$ cat src/rtl/lsq_mem_issue_arbiter.sv
`default_nettype none
// ============================================================================
// Module      : lsq_mem_issue_arbiter
// Description : Collects load/store address results from two ALU issue lanes
//               into per-lane FIFOs. A round-robin arbiter then drains the FIFO
//               heads into the single LSQ address port over valid/ready.
//               Results with non-memory opcodes are dropped at the input.
// Ports       : clk_i/rst_i (async, active high), flush_i (sync flush)
//               lane n: validn_i, resultn_i, op_funcn_i, tagn_i -> readyn_o
//               LSQ   : lsq_valid_o, lsq_ready_i, address_o, tag_o,
//                       is_store_o, lane_o (0 = lane 1, 1 = lane 2)
//               LSQ_ARB_STATS_EN adds grant1_cnt_o, grant2_cnt_o and
//               stall_cnt_o (16-bit saturating, cleared by reset only)
// Revision    : 1.0 - initial release
// ============================================================================
module lsq_mem_issue_arbiter #(
    parameter int                OPRAND_WIDTH = 32,
    parameter int                OP_WIDTH     = 7,
    parameter int                TAG_WIDTH    = 6,
    parameter int                DEPTH        = 2,
    parameter logic [OP_WIDTH-1:0] STORE      = 7'b0100011,
    parameter logic [OP_WIDTH-1:0] LOAD       = 7'b0000011
) (
    input  logic                    clk_i,
    input  logic                    rst_i,
    input  logic                    flush_i,
    input  logic                    valid1_i,
    input  logic [OPRAND_WIDTH-1:0] result1_i,
    input  logic [OP_WIDTH-1:0]     op_func1_i,
    input  logic [TAG_WIDTH-1:0]    tag1_i,
    output logic                    ready1_o,
    input  logic                    valid2_i,
    input  logic [OPRAND_WIDTH-1:0] result2_i,
    input  logic [OP_WIDTH-1:0]     op_func2_i,
    input  logic [TAG_WIDTH-1:0]    tag2_i,
    output logic                    ready2_o,
    output logic                    lsq_valid_o,
    input  logic                    lsq_ready_i,
    output logic [OPRAND_WIDTH-1:0] address_o,
    output logic [TAG_WIDTH-1:0]    tag_o,
    output logic                    is_store_o,
    output logic                    lane_o
`ifdef LSQ_ARB_STATS_EN
    ,
    output logic [15:0]             grant1_cnt_o,
    output logic [15:0]             grant2_cnt_o,
    output logic [15:0]             stall_cnt_o
`endif
);

    localparam int c_ptr_w = $clog2(DEPTH);
    localparam int c_cnt_w = c_ptr_w + 1;
    // Entry layout: {is_store, tag, address}
    localparam int c_ent_w = 1 + TAG_WIDTH + OPRAND_WIDTH;

    typedef enum logic [0:0] {S_IDLE = 1'b0, S_OFFER = 1'b1} state_t;

    state_t                  r_state;
    logic                    r_valid;
    logic [c_ent_w-1:0]      r_ent;
    logic                    r_lane;
    logic                    r_rr;

    logic [1:0]              w_valid_in;
    logic [1:0]              w_is_mem;
    logic [1:0][c_ent_w-1:0] w_ent_in;
    logic [1:0]              w_push;
    logic [1:0]              w_pop_lane;
    logic [1:0]              w_full;
    logic [1:0][c_cnt_w-1:0] w_cnt;
    logic [1:0][c_ent_w-1:0] w_head;
    logic [1:0][c_ent_w-1:0] w_next;
    logic                    w_pop;

    assign w_valid_in  = {valid2_i, valid1_i};
    assign w_is_mem[0] = (op_func1_i == LOAD) || (op_func1_i == STORE);
    assign w_is_mem[1] = (op_func2_i == LOAD) || (op_func2_i == STORE);
    assign w_ent_in[0] = {(op_func1_i == STORE), tag1_i, result1_i};
    assign w_ent_in[1] = {(op_func2_i == STORE), tag2_i, result2_i};

    // Flush takes priority over a handshake in the same cycle.
    assign w_pop = (r_state == S_OFFER) && lsq_ready_i && !flush_i;

    generate
        for (genvar l = 0; l < 2; l++) begin : g_lane
            logic [c_ent_w-1:0] r_mem [DEPTH];
            logic [c_ptr_w-1:0] r_wr_ptr;
            logic [c_ptr_w-1:0] r_rd_ptr;
            logic [c_cnt_w-1:0] r_cnt;

            // No dequeue bypass: a full FIFO refuses even while draining.
            assign w_full[l]     = (r_cnt == c_cnt_w'(DEPTH));
            assign w_push[l]     = w_valid_in[l] && w_is_mem[l] && !w_full[l] && !flush_i;
            assign w_pop_lane[l] = w_pop && (r_lane == 1'(l));
            assign w_cnt[l]      = r_cnt;
            assign w_head[l]     = r_mem[r_rd_ptr];
            assign w_next[l]     = r_mem[c_ptr_w'(r_rd_ptr + 1'b1)];

            always_ff @(posedge clk_i) begin
                if (w_push[l]) begin
                    r_mem[r_wr_ptr] <= w_ent_in[l];
                end
            end

            always_ff @(posedge clk_i or posedge rst_i) begin
                if (rst_i) begin
                    r_wr_ptr <= '0;
                    r_rd_ptr <= '0;
                    r_cnt    <= '0;
                end else if (flush_i) begin
                    r_wr_ptr <= '0;
                    r_rd_ptr <= '0;
                    r_cnt    <= '0;
                end else begin
                    if (w_push[l]) r_wr_ptr <= r_wr_ptr + 1'b1;
                    if (w_pop_lane[l]) r_rd_ptr <= r_rd_ptr + 1'b1;
                    case ({w_push[l], w_pop_lane[l]})
                        2'b10:   r_cnt <= r_cnt + 1'b1;
                        2'b01:   r_cnt <= r_cnt - 1'b1;
                        default: r_cnt <= r_cnt;
                    endcase
                end
            end
        end
    endgenerate

    // Next-grant selection. On a handshake the granted lane's head is being
    // popped, so its candidate becomes the following entry; entries pushed on
    // the same edge are not visible yet, which preserves the 1-cycle latency.
    logic [1:0]              w_avail;
    logic [1:0][c_ent_w-1:0] w_cand;
    logic                    w_rr_eff;
    logic                    w_sel_lane;
    logic                    w_sel_valid;
    logic [c_ent_w-1:0]      w_sel_ent;

    always_comb begin
        w_avail  = '0;
        w_cand   = '0;
        w_rr_eff = w_pop ? ~r_lane : r_rr;
        for (int l = 0; l < 2; l++) begin
            if (w_pop && (r_lane == 1'(l))) begin
                w_avail[l] = (w_cnt[l] > c_cnt_w'(1));
                w_cand[l]  = w_next[l];
            end else begin
                w_avail[l] = (w_cnt[l] != '0);
                w_cand[l]  = w_head[l];
            end
        end
        w_sel_valid = |w_avail;
        w_sel_lane  = (w_avail == 2'b11) ? w_rr_eff : w_avail[1];
        w_sel_ent   = w_cand[w_sel_lane];
    end

    always_ff @(posedge clk_i or posedge rst_i) begin
        if (rst_i) begin
            r_state <= S_IDLE;
            r_valid <= 1'b0;
            r_ent   <= '0;
            r_lane  <= 1'b0;
            r_rr    <= 1'b0;
        end else if (flush_i) begin
            // Round-robin pointer survives a flush.
            r_state <= S_IDLE;
            r_valid <= 1'b0;
            r_ent   <= '0;
            r_lane  <= 1'b0;
        end else begin
            if (w_pop) begin
                r_rr <= ~r_lane;
            end
            // In OFFER without ready the grant stays locked.
            if ((r_state == S_IDLE) || w_pop) begin
                if (w_sel_valid) begin
                    r_state <= S_OFFER;
                    r_valid <= 1'b1;
                    r_ent   <= w_sel_ent;
                    r_lane  <= w_sel_lane;
                end else begin
                    r_state <= S_IDLE;
                    r_valid <= 1'b0;
                    r_ent   <= '0;
                    r_lane  <= 1'b0;
                end
            end
        end
    end

    assign ready1_o    = ~w_full[0];
    assign ready2_o    = ~w_full[1];
    assign lsq_valid_o = r_valid;
    assign address_o   = r_ent[OPRAND_WIDTH-1:0];
    assign tag_o       = r_ent[OPRAND_WIDTH +: TAG_WIDTH];
    assign is_store_o  = r_ent[c_ent_w-1];
    assign lane_o      = r_lane;

`ifdef LSQ_ARB_STATS_EN
    logic [15:0] r_grant1_cnt;
    logic [15:0] r_grant2_cnt;
    logic [15:0] r_stall_cnt;

    always_ff @(posedge clk_i or posedge rst_i) begin
        if (rst_i) begin
            r_grant1_cnt <= '0;
            r_grant2_cnt <= '0;
            r_stall_cnt  <= '0;
        end else begin
            if (w_pop && !r_lane && (r_grant1_cnt != 16'hFFFF))
                r_grant1_cnt <= r_grant1_cnt + 1'b1;
            if (w_pop && r_lane && (r_grant2_cnt != 16'hFFFF))
                r_grant2_cnt <= r_grant2_cnt + 1'b1;
            if (r_valid && !lsq_ready_i && (r_stall_cnt != 16'hFFFF))
                r_stall_cnt <= r_stall_cnt + 1'b1;
        end
    end

    assign grant1_cnt_o = r_grant1_cnt;
    assign grant2_cnt_o = r_grant2_cnt;
    assign stall_cnt_o  = r_stall_cnt;
`endif

endmodule
`default_nettype wire

$ cat config.mk
export PLATFORM = sky130hd
export DESIGN_NAME = lsq_mem_issue_arbiter
export DESIGN_NICKNAME = d
export VERILOG_FILES = /design/src/rtl/lsq_mem_issue_arbiter.sv
export SDC_FILE = /design/constraint.sdc
export NUM_CORES = 1
export LEC_CHECK = 0
export ABC_AREA = 1
export CORE_ASPECT_RATIO = 0.8
export CORE_MARGIN = 2
export CORE_UTILIZATION = 52
export CTS_BUF_LIST = sky130_fd_sc_hd__clkbuf_8 sky130_fd_sc_hd__clkbuf_16
export DETAILED_ROUTE_END_ITERATION = 12
export GPL_ROUTABILITY_DRIVEN = 0
export PLACE_DENSITY = 0.76
export SLEW_MARGIN = 20
export SYNTH_ARGS = -nofsm -noshare
export SYNTH_HDL_FRONTEND = slang
export SYNTH_SLANG_ARGS = --single-unit
$ cat constraint.sdc
create_clock -name clk_i -period 3.35 [get_ports clk_i]
set_input_delay 0.67 -clock clk_i [delete_from_list [all_inputs] [get_ports clk_i]]
set_output_delay 0.67 -clock clk_i [all_outputs]
set_load 0.1 [all_outputs]
## Yosys cells after proc, flatten, opt, wreduce, memory -nomap -nowiden

Memory sizes are Yosys's and may differ from the RTL's.
Index checks and enable logic that the tools add are counted.

| word-level totals | value |
|---|---|
| bits in registers | 50 |
| bits in writable memories | 156 |
| bits of input ports | 96 |
| output and inout port bits | 43 |
| logic and storage cells | 97 |
| memories | 2 |

Memory list:

| memory | words | width | read ports | clocked after memory_dff | wr ports | RTL line | text |
|---|---|---|---|---|---|---|---|
| g_lane[0].r_mem | 2 | 39 | 2 | 0 | 1 | 86 | `logic [c_ent_w-1:0] r_mem [DEPTH];` |
| g_lane[1].r_mem | 2 | 39 | 2 | 0 | 1 | 86 |  |

| operators by class | value |
|---|---|
| $add $sub $neg | 8 |
| $lt $le $gt $ge | 3 |
| eq/ne operators | 11 |
| multiplexer cells | 33 |
| bitwise logic cells | 4 |
| reduce and logical (&&, ||, !) cells | 26 |

Operator list:

| kind | number |
|---|---|
| 39-bit 2-to-1 mux | 7 |
| 1-bit 2-to-1 mux | 22 |
| 7-bit by 2-bit == test with 1-bit output (second input constant) | 2 |
| 7-bit by 6-bit == test with 1-bit output (second input constant) | 2 |
| 2-bit nonzero test | 7 |
| 2-bit == test (second input constant) | 5 |
| 1-bit logical AND | 10 |
| 2-bit one-hot mux with 2 select lines | 2 |
| 3-bit nonzero test | 2 |
| 1-bit adder (second input constant) | 4 |
| 2-bit by 1-bit adder with 2-bit output (second input constant) | 2 |
| 2-bit by 1-bit == test with 1-bit output (second input constant) | 2 |
| 2-bit by 1-bit > comparator with 1-bit output (second input constant) | 2 |
| 2-bit 2-to-1 mux | 2 |
| 1-bit NOT | 4 |
| 2-bit by 1-bit subtractor with 2-bit output (second input constant) | 2 |
| 1-bit logical NOT | 3 |
| 1-bit logical OR | 3 |
| 1-bit by 2-bit < comparator with 1-bit output (second input constant) | 1 |
| 2-bit OR reduction | 1 |

## Depth between registers and ports, before layout

| logic depth | value |
|---|---|
| depth in word-level cells | 11 |
| gate-level depth with buffers | 12 |
| depth with buffers taken out | 12 |

## Worst setup path after synthesis

OpenSTA, ideal clock, no wires.

| timing path | value |
|---|---|
| path type | flip-flop to flip-flop |
| from | reg g_lane[0].r_cnt[0] |
| to | mem g_lane[0].r_mem[0][0] in the netlist's numbering (enable) |
| setup time | 0.436 ns |
| arrival time | 3.278 ns |
| data required time | 2.914 ns |
| path slack | -0.364 ns |
| stages on the path, launching flop included | 8 |
| buffers on the path | 0 |
| period minus slack after synthesis | 3.714 ns |
| path through | dfrtp_1 -> inv_1 -> ha_1 -> inv_1 -> nand2_1 -> nor2_1 -> nand3_1 -> nor2_1 |

| on the way | value |
|---|---|
| cells in the longest elaborated chain, start to end | 6 |

RTL lines:

| item | RTL line | text |
|---|---|---|
| start, declared | 89 | `logic [c_cnt_w-1:0] r_cnt;` |
| start signal, assigned | 118 | `2'b10: r_cnt <= r_cnt + 1'b1;` |
| start signal, assigned | 119 | `2'b01: r_cnt <= r_cnt - 1'b1;` |
| start signal, assigned | 120 | `default: r_cnt <= r_cnt;` |
| 2-bit == test | 92 | `assign w_full[l] = (r_cnt == c_cnt_w'(DEPTH));` |
| 1-bit logical NOT | 93 | `assign w_push[l] = w_valid_in[l] && w_is_mem[l] && !w_full[l] && !flush_i;` |
| 1-bit logical AND (2 in a row) | 93 |  |
| 1-bit 2-to-1 mux | 100 | `if (w_push[l]) begin` |
| 1-bit 2-to-1 mux (implied by the code) | 101 | `r_mem[r_wr_ptr] <= w_ent_in[l];` |
| end, declared | 86 |  |

Every way passes these cells.

## Worst setup path in the final report

| timing path | value |
|---|---|
| from | reg r_ent[22] |
| to | out address_o[22] |

RTL lines:

| item | RTL line | text |
|---|---|---|
| start, declared | 60 | `logic [c_ent_w-1:0] r_ent;` |
| start signal, assigned | 177 | `r_ent <= w_sel_ent;` |
| end, declared | 39 | `output logic [OPRAND_WIDTH-1:0] address_o,` |

No word-level cell between the ends.

==> report_table.html <==
<table>
<tr><th>Metric</th><th>Value</th></tr>
<tr><th colspan="2">Route</th></tr>
<tr><td>Initial DRC Count</td><td>758</td></tr>
<tr><td>Detailed-routed wire length on met2</td><td>11900 um</td></tr>
<tr><td>Number of vias per cell after detailed routing</td><td>5.09</td></tr>
<tr><td>Detailed-routing wirelength on met1</td><td>9940 um</td></tr>
<tr><td>Final routed wirelength across all metal layers</td><td>24200 um</td></tr>
<tr><td>Routed WL per cell</td><td>14.5 um</td></tr>
<tr><td>First-pass detailed-route iteration total</td><td>5</td></tr>
<tr><td>Detail Route Antenna Nets</td><td>0</td></tr>
<tr><td>Met3 WL</td><td>1470 um</td></tr>
<tr><td>Routed vias</td><td>8525</td></tr>
<tr><td>DRC violations left</td><td>0</td></tr>
<tr><td>Highest routed layer</td><td>met4</td></tr>
<tr><th colspan="2">Flow run</th></tr>
<tr><td>Maximum capacitance violations</td><td>0</td></tr>
<tr><th colspan="2">Placed design</th></tr>
<tr><td>HPWL after DPL</td><td>16600 um</td></tr>
<tr><td>Placed Cells incl. Taps</td><td>1636</td></tr>
<tr><td>Port Buf Inserts</td><td>138</td></tr>
<tr><th colspan="2">Global route</th></tr>
<tr><td>Vias in the first global route</td><td>8245</td></tr>
<tr><td>Pin count of the biggest net entering global routing</td><td>159</td></tr>
<tr><td>First-pass GRT wire length</td><td>38700 um</td></tr>
<tr><td>Global route overflow</td><td>0</td></tr>
<tr><td>Number of antenna violations at the first check in global routing</td><td>1</td></tr>
<tr><td>Total routing resource utilization after global routing</td><td>0.231</td></tr>
<tr><th colspan="2">Min path</th></tr>
<tr><td>Worst min-delay path startpoint</td><td>r_ent[25]</td></tr>
<tr><td>Type of the most critical hold path</td><td>reg -&gt; reg</td></tr>
<tr><td>Terminating pin of the worst hold path</td><td>r_ent[25]</td></tr>
<tr><td>Worst Hold Depth</td><td>2</td></tr>
<tr><th colspan="2">STA</th></tr>
<tr><td>Fin Setup TNS</td><td>0 ns</td></tr>
<tr><td>Hold Fails Final Rpt</td><td>0</td></tr>
<tr><td>Shortest period the worst path allows</td><td>2.65 ns</td></tr>
<tr><td>Slew Viols, Final</td><td>0</td></tr>
<tr><td>Clock Skews</td><td>0.00715 ns</td></tr>
<tr><td>Setup repair after global routing missed its margin</td><td>false</td></tr>
<tr><td>Final cycle utilization of the critical path</td><td>0.792</td></tr>
<tr><td>Final-report setup violation count</td><td>0</td></tr>
<tr><td>Slew at the pin with the worst max-slew slack</td><td>0.962 ns</td></tr>
<tr><td>Headroom to the max-slew limit</td><td>0.357</td></tr>
<tr><td>Maximum clock frequency</td><td>377 MHz</td></tr>
<tr><th colspan="2">Setup path</th></tr>
<tr><td>CP max FO</td><td>2</td></tr>
<tr><td>Delay-heaviest family, CP</td><td>buffers and inverters</td></tr>
<tr><td>Critical-path cell with the highest stage delay</td><td>clkdlybuf4s50_1</td></tr>
<tr><td>Critical path launch point type</td><td>flop</td></tr>
<tr><td>Critical R2R Launch</td><td>g_lane[0].r_cnt[0]</td></tr>
<tr><td>Critical R2R Capture</td><td>g_lane[0].r_mem[0][22]</td></tr>
<tr><td>Worst setup path class</td><td>reg -&gt; out</td></tr>
<tr><td>Endpoint class of the critical path</td><td>output pin</td></tr>
<tr><td>CP Data Arrival Time</td><td>1.98 ns</td></tr>
<tr><td>Slack of the worst reg-to-reg path</td><td>1.22 ns</td></tr>
<tr><td>Cell depth of the worst flop-to-flop path</td><td>8</td></tr>
<tr><td>Required time reported for the critical path endpoint</td><td>2.68 ns</td></tr>
<tr><td>Maximum cell stage delay along the critical path</td><td>1.13 ns</td></tr>
<tr><td>Buf/Inv on CP</td><td>1</td></tr>
<tr><td>Cell Chain, Critical Path</td><td>clkdlybuf4s50_1</td></tr>
<tr><th colspan="2">Yosys</th></tr>
<tr><td>Mapped cell area</td><td>10500 um2</td></tr>
<tr><td>Number of instances in the synthesized netlist</td><td>1282</td></tr>
<tr><td>Post-synth cell types</td><td>24</td></tr>
<tr><td>Warnings from Yosys</td><td>0</td></tr>
<tr><td>Net count after synthesis</td><td>1384</td></tr>
<tr><td>Count of state elements after synthesis</td><td>206</td></tr>
<tr><td>Sequential area share after synthesis</td><td>0.568</td></tr>
<tr><td>Syn_area_per_cell</td><td>8.16 um2</td></tr>
<tr><th colspan="2">Cells and area</th></tr>
<tr><td>Area taken by flip-flops and latches</td><td>5940 um2</td></tr>
<tr><td>Relative area change from synthesis to final layout</td><td>21.5%</td></tr>
<tr><td>Final layout net count</td><td>1498</td></tr>
<tr><td>Number of standard cells in the final layout excluding fillers</td><td>1675</td></tr>
<tr><td>Ant diodes</td><td>0</td></tr>
<tr><td>Total area of multi-input combinational cells</td><td>3540 um2</td></tr>
<tr><td>Commonest non-fill, non-tap cell in the layout</td><td>nand2_1</td></tr>
<tr><td>Fraction of layout cells with a size suffix above 1</td><td>0.0744</td></tr>
<tr><td>Most frequent cells in the layout</td><td>nand2_1, inv_1, o21ai_0, edfxtp_1, clkdlybuf4s50_1</td></tr>
<tr><td>Final-layout fill cell count</td><td>1674</td></tr>
<tr><th colspan="2">CTS</th></tr>
<tr><td>TritonCTS Buffers</td><td>22</td></tr>
<tr><td>Total number of H-tree levels</td><td>1</td></tr>
<tr><td>Root buffer cell</td><td>clkbuf_16</td></tr>
<tr><td>Clk slew on worst S/H paths</td><td>0.06 ns</td></tr>
<tr><td>Worst-Skew Late Latency</td><td>0.50 ns</td></tr>
<tr><td>Count of cells resized by post-cts repair</td><td>0</td></tr>
<tr><td>Max Buffers Root-to-Sink</td><td>3</td></tr>
<tr><td>Post-CTS Setup Inserts</td><td>0</td></tr>
<tr><td>TritonCTS clock tree</td><td>built</td></tr>
<tr><td>Clock sink total</td><td>206</td></tr>
<tr><td>Number of hold buffers added after cts</td><td>0</td></tr>
<tr><th colspan="2">Floorplan</th></tr>
<tr><td>Starting density of the core</td><td>0.528</td></tr>
<tr><td>I/O pin count</td><td>139</td></tr>
<tr><td>Height of the chip</td><td>131 um</td></tr>
<tr><td>Total Die Area</td><td>21300 um2</td></tr>
<tr><td>Floorplan core area</td><td>19800 um2</td></tr>
<tr><td>Chip Width</td><td>163 um</td></tr>
<tr><td>Standard-cell rows</td><td>46</td></tr>
<tr><th colspan="2">Status</th></tr>
<tr><td>Result of the run</td><td>complete, no violations</td></tr>
<tr><th colspan="2">Pwr</th></tr>
<tr><td>P per Cell Area</td><td>723 nW/um2</td></tr>
<tr><td>VDD IR max</td><td>0.00107 V</td></tr>
<tr><td>Static power due to leakage</td><td>5.74 nW</td></tr>
</table>
## worst max path at each step
stage          slack, ns  cells after the start               start                    end
2_1_floorplan       0.26                      7  g_lane[0].r_cnt[0]  g_lane[0].r_mem[0][0]
4_1_cts             0.68                      1           r_ent[22]          address_o[22]
5_1_grt             0.63                      1           r_ent[22]          address_o[22]
3_3_place_gp        0.55                     10         lsq_ready_i              r_ent[28]
6_report            0.70                      1           r_ent[22]          address_o[22]
3_5_place_dp        0.45                     10         lsq_ready_i              r_ent[29]
## final cells by class
cell class	count	share of cell area
clock inverter	13	0.00394
timing repair buffer	161	0.121
tap	264	0.0260
multi-input combinational	822	0.278
inverter	183	0.0541
clock buffer	26	0.0485
sequential	206	0.468
## registers in the layout, indices dropped and copies added (netlist names)
| name | flops |
|---|---|
| r_ent | 39 |
| g_lane.r_wr_ptr | 2 |
| g_lane.r_mem | 156 |
| r_rr | 1 |
| lsq_valid_o | 1 |
| lane_o | 1 |
| g_lane.r_rd_ptr | 2 |
| g_lane.r_cnt | 4 |
## cells in the mapped netlist
cell,n,area share
nor2_4,1,0.0011
inv_1,181,0.065
o22ai_1,1,0.00060
nand2_4,1,0.0011
o21ai_1,1,0.00048
edfxtp_1,156,0.45
nand2_2,1,0.00060
dfrtp_1,50,0.12
clkbuf_1,35,0.013
nor4b_1,1,0.00084
ha_1,6,0.0072
buf_1,1,0.00036
nand4_2,1,0.0012
nor2_2,2,0.0012
nand3_1,89,0.043
buf_4,5,0.0036
nand3_2,1,0.00096
nor2_1,11,0.0039
buf_6,1,0.0011
nand2_1,541,0.19
o21ai_0,163,0.078
o21bai_1,2,0.0014
buf_2,29,0.014
inv_2,2,0.00072
## layer usage
layer / vias to the layer above / global-route usage
li1: 4280 / -
met1: 3908 / 0.284
met2: 276 / 0.418
met3: 61 / 0.0328
met4: 0 / 0.0890
met5: - / 0
## logic make-up after synthesis
family / Yosys count / share of synthesized area
flops: 206 / 0.568
buf+inv: 254 / 0.0971
simple gates: 649 / 0.248
compound gates: 167 / 0.0805
fa+ha+maj: 6 / 0.00718
## power by group
group,internal [mW],switching [mW],leakage [nW]
sequential,2.99,0.254,2.06
clock,1.29,0.944,0.362
combinational,0.873,2.83,3.32
total,5.16,4.03,5.74
## per-stage QoR
| stage | setup WS [ns] | util | hold slack (ns) | power (mW) | instance area, um2 |
|---|---|---|---|---|---|
| 3_5_place_dp | 0.446 | 0.608 | 0.467 | 6.99 | 12000 |
| 2_1_floorplan | 0.263 | - | 0.462 | 6.05 | 10500 |
| 6_report | 0.697 | 0.642 | 0.485 | 9.19 | 12700 |
| 3_3_place_gp | 0.551 | 0.608 | 0.464 | 6.92 | 12000 |
| 5_1_grt | 0.632 | 0.642 | 0.499 | 9.60 | 12700 |
| 4_1_cts | 0.683 | 0.642 | 0.483 | 9.24 | 12700 |
Power figures use the tool's default switching activity.
==> RTL edit (config.mk and constraints unchanged) <==
The option `LSQ_ARB_STATS_EN` is turned on by a define.
--- a/src/rtl/lsq_mem_issue_arbiter.sv
+++ b/src/rtl/lsq_mem_issue_arbiter.sv
@@ -13,6 +13,8 @@
 //               stall_cnt_o (16-bit saturating, cleared by reset only)
 // Revision    : 1.0 - initial release
 // ============================================================================
+`define LSQ_ARB_STATS_EN
+
 module lsq_mem_issue_arbiter #(
     parameter int                OPRAND_WIDTH = 32,
     parameter int                OP_WIDTH     = 7,
Behaviour (old outputs only; new: grant1_cnt_o, grant2_cnt_o and stall_cnt_o): unchanged (Yosys induction, for registers that start in step).
==> RTL edit against the original RTL <==
Synthesized area up 27%. Sequential cell count grew 48. Critical path type is now in -> reg. Design area up 27%. Wire length increased by 31%. Worst setup slack better by 0.37 ns. First-iteration DRC count rose by 12%. Highest routed layer unchanged. Total power up 22%.
==> RTL edit: results (changes against the original RTL) <==
critical path startpoint: flush_i
Worst Setup End Kind: flop
post-synthesis adder-cell area fraction: 0.00846 (+0.00128)
Layout Cells excl Fill: 2179 (+30%)
Largest regs: g_lane.r_mem x156, r_ent x39
Crit path arrival time: 2.76 ns (+0.78 ns)
CTS root buf: clkbuf_16
P_comb: 4.10 mW (+11%)
Post-synth EDFFs: 156 (unchanged)
combinational power share: 0.366 (-0.037)
R2R depth: 9 (+1)
Area contributors post-synth: edfxtp_1 35%, nand2_1 20%, dfrtp_1 18%
dpl cell area: 15300 um^2 (+27%)
Reg2Reg Setup Slack: 1.29 ns (+0.07 ns)
Routed WL: 31700 um (+31%)
largest net degree at the start of global routing: 91 (-43%)
outcome: completed
CTS H-tree lvls: 1 (unchanged)
RR Startpoint: g_lane[1].r_cnt[1]
Longest Clk Path Bufs: 3 (unchanged)
first-pass GRT wire length: 51400 um (+33%)
dpl hpwl: 21900 um (+32%)
Post-synth top cells: 694 x nand2_1, 214 x inv_1, 180 x o21ai_0
Max Fclk: 437 MHz (+16%)
drt pass-1 iters: 5 (unchanged)
layout cell share with drive strength beyond 1: 0.0943 (+0.0199)
Rel. slew slack: 0.406 (+0.0493)
worst clock skew: 0.0137 ns (+0.00650 ns)
Worst Path Max Fanout: 39 (+37)
Min-Delay Path Class: in -> async
nets: 1939 (+29%)
CP endpoint: r_ent[5]
Mapped Nets: 1785 (+29%)
Cell Count Post-Placement: 2129 (+30%)
xor-xnor portion of the synthesized cell area: 0.0217 (+0.0217)
Setup Buffers After CTS: 0 (unchanged)
Clock Pin Slew Worst Setup and Hold Paths: 0.07 ns
Hold WS: 0.380 ns (-0.105 ns)
library cells used by synthesis: 31 (+29%)
Lkg Pwr: 7.45 nW (+30%)
I/O Buffers: 186 (+35%)
Compound-Gate Fraction of Synth Area: 0.0715 (-0.00901)
Clock Latency Late Sink: 0.54 ns (+0.04 ns)
sequential area share after synthesis: 0.536 (-0.0316)
Synth Instances: 1680 (+31%)
initial antenna violation count: 0 (-1)
VDD IR-drop max: 932 uV (-13%)
vias in the first global route: 10700 (+30%)
P_seq: 4.01 mW (+23%)
async set-or-reset flop fraction in the synthesized netlist: 0.386 (+0.143)
DR iter-0 viols: 851 (+12%)
dpl ws: 0.540 ns (+0.0940 ns)
CTS buffer count: 27 (+23%)
number of synthesis warnings: 0 (unchanged)
gr usage total: 0.237 (+0.00578)
routed vias/inst: 5.15 (+1.2%)
Sw Share: 0.428 (-0.0108)
==> RTL edit: layout make-up <==
class | count | area, um^2
multi-input combinational | 1129 | 5010
timing repair buffer | 203 | 1860
tap | 324 | 405
fill | 2081 | 9060
inverter | 219 | 826
sequential | 254 | 7140
clock buffer | 31 | 764
clock inverter | 19 | 166
==> RTL edit: per-layer routing <==
metal  vias to the layer above  track usage  routed length, um
li1                       5604            -                  -
met1                      5240        0.306              13600
met2                       322        0.407              15100
met3                        57       0.0421               2020
met4                         0       0.0780               1040
met5                         -            0                  0
==> RTL edit: critical path, cell delays in order <==
cell             delay, ns
clkdlybuf4s50_1       0.62
inv_2                 0.18
nand4_4               0.11
nand2_1               0.07
nand2_2               0.09
nor2_2                0.06
nor2_4                0.67
nand3_1               0.17
nand2_1               0.11
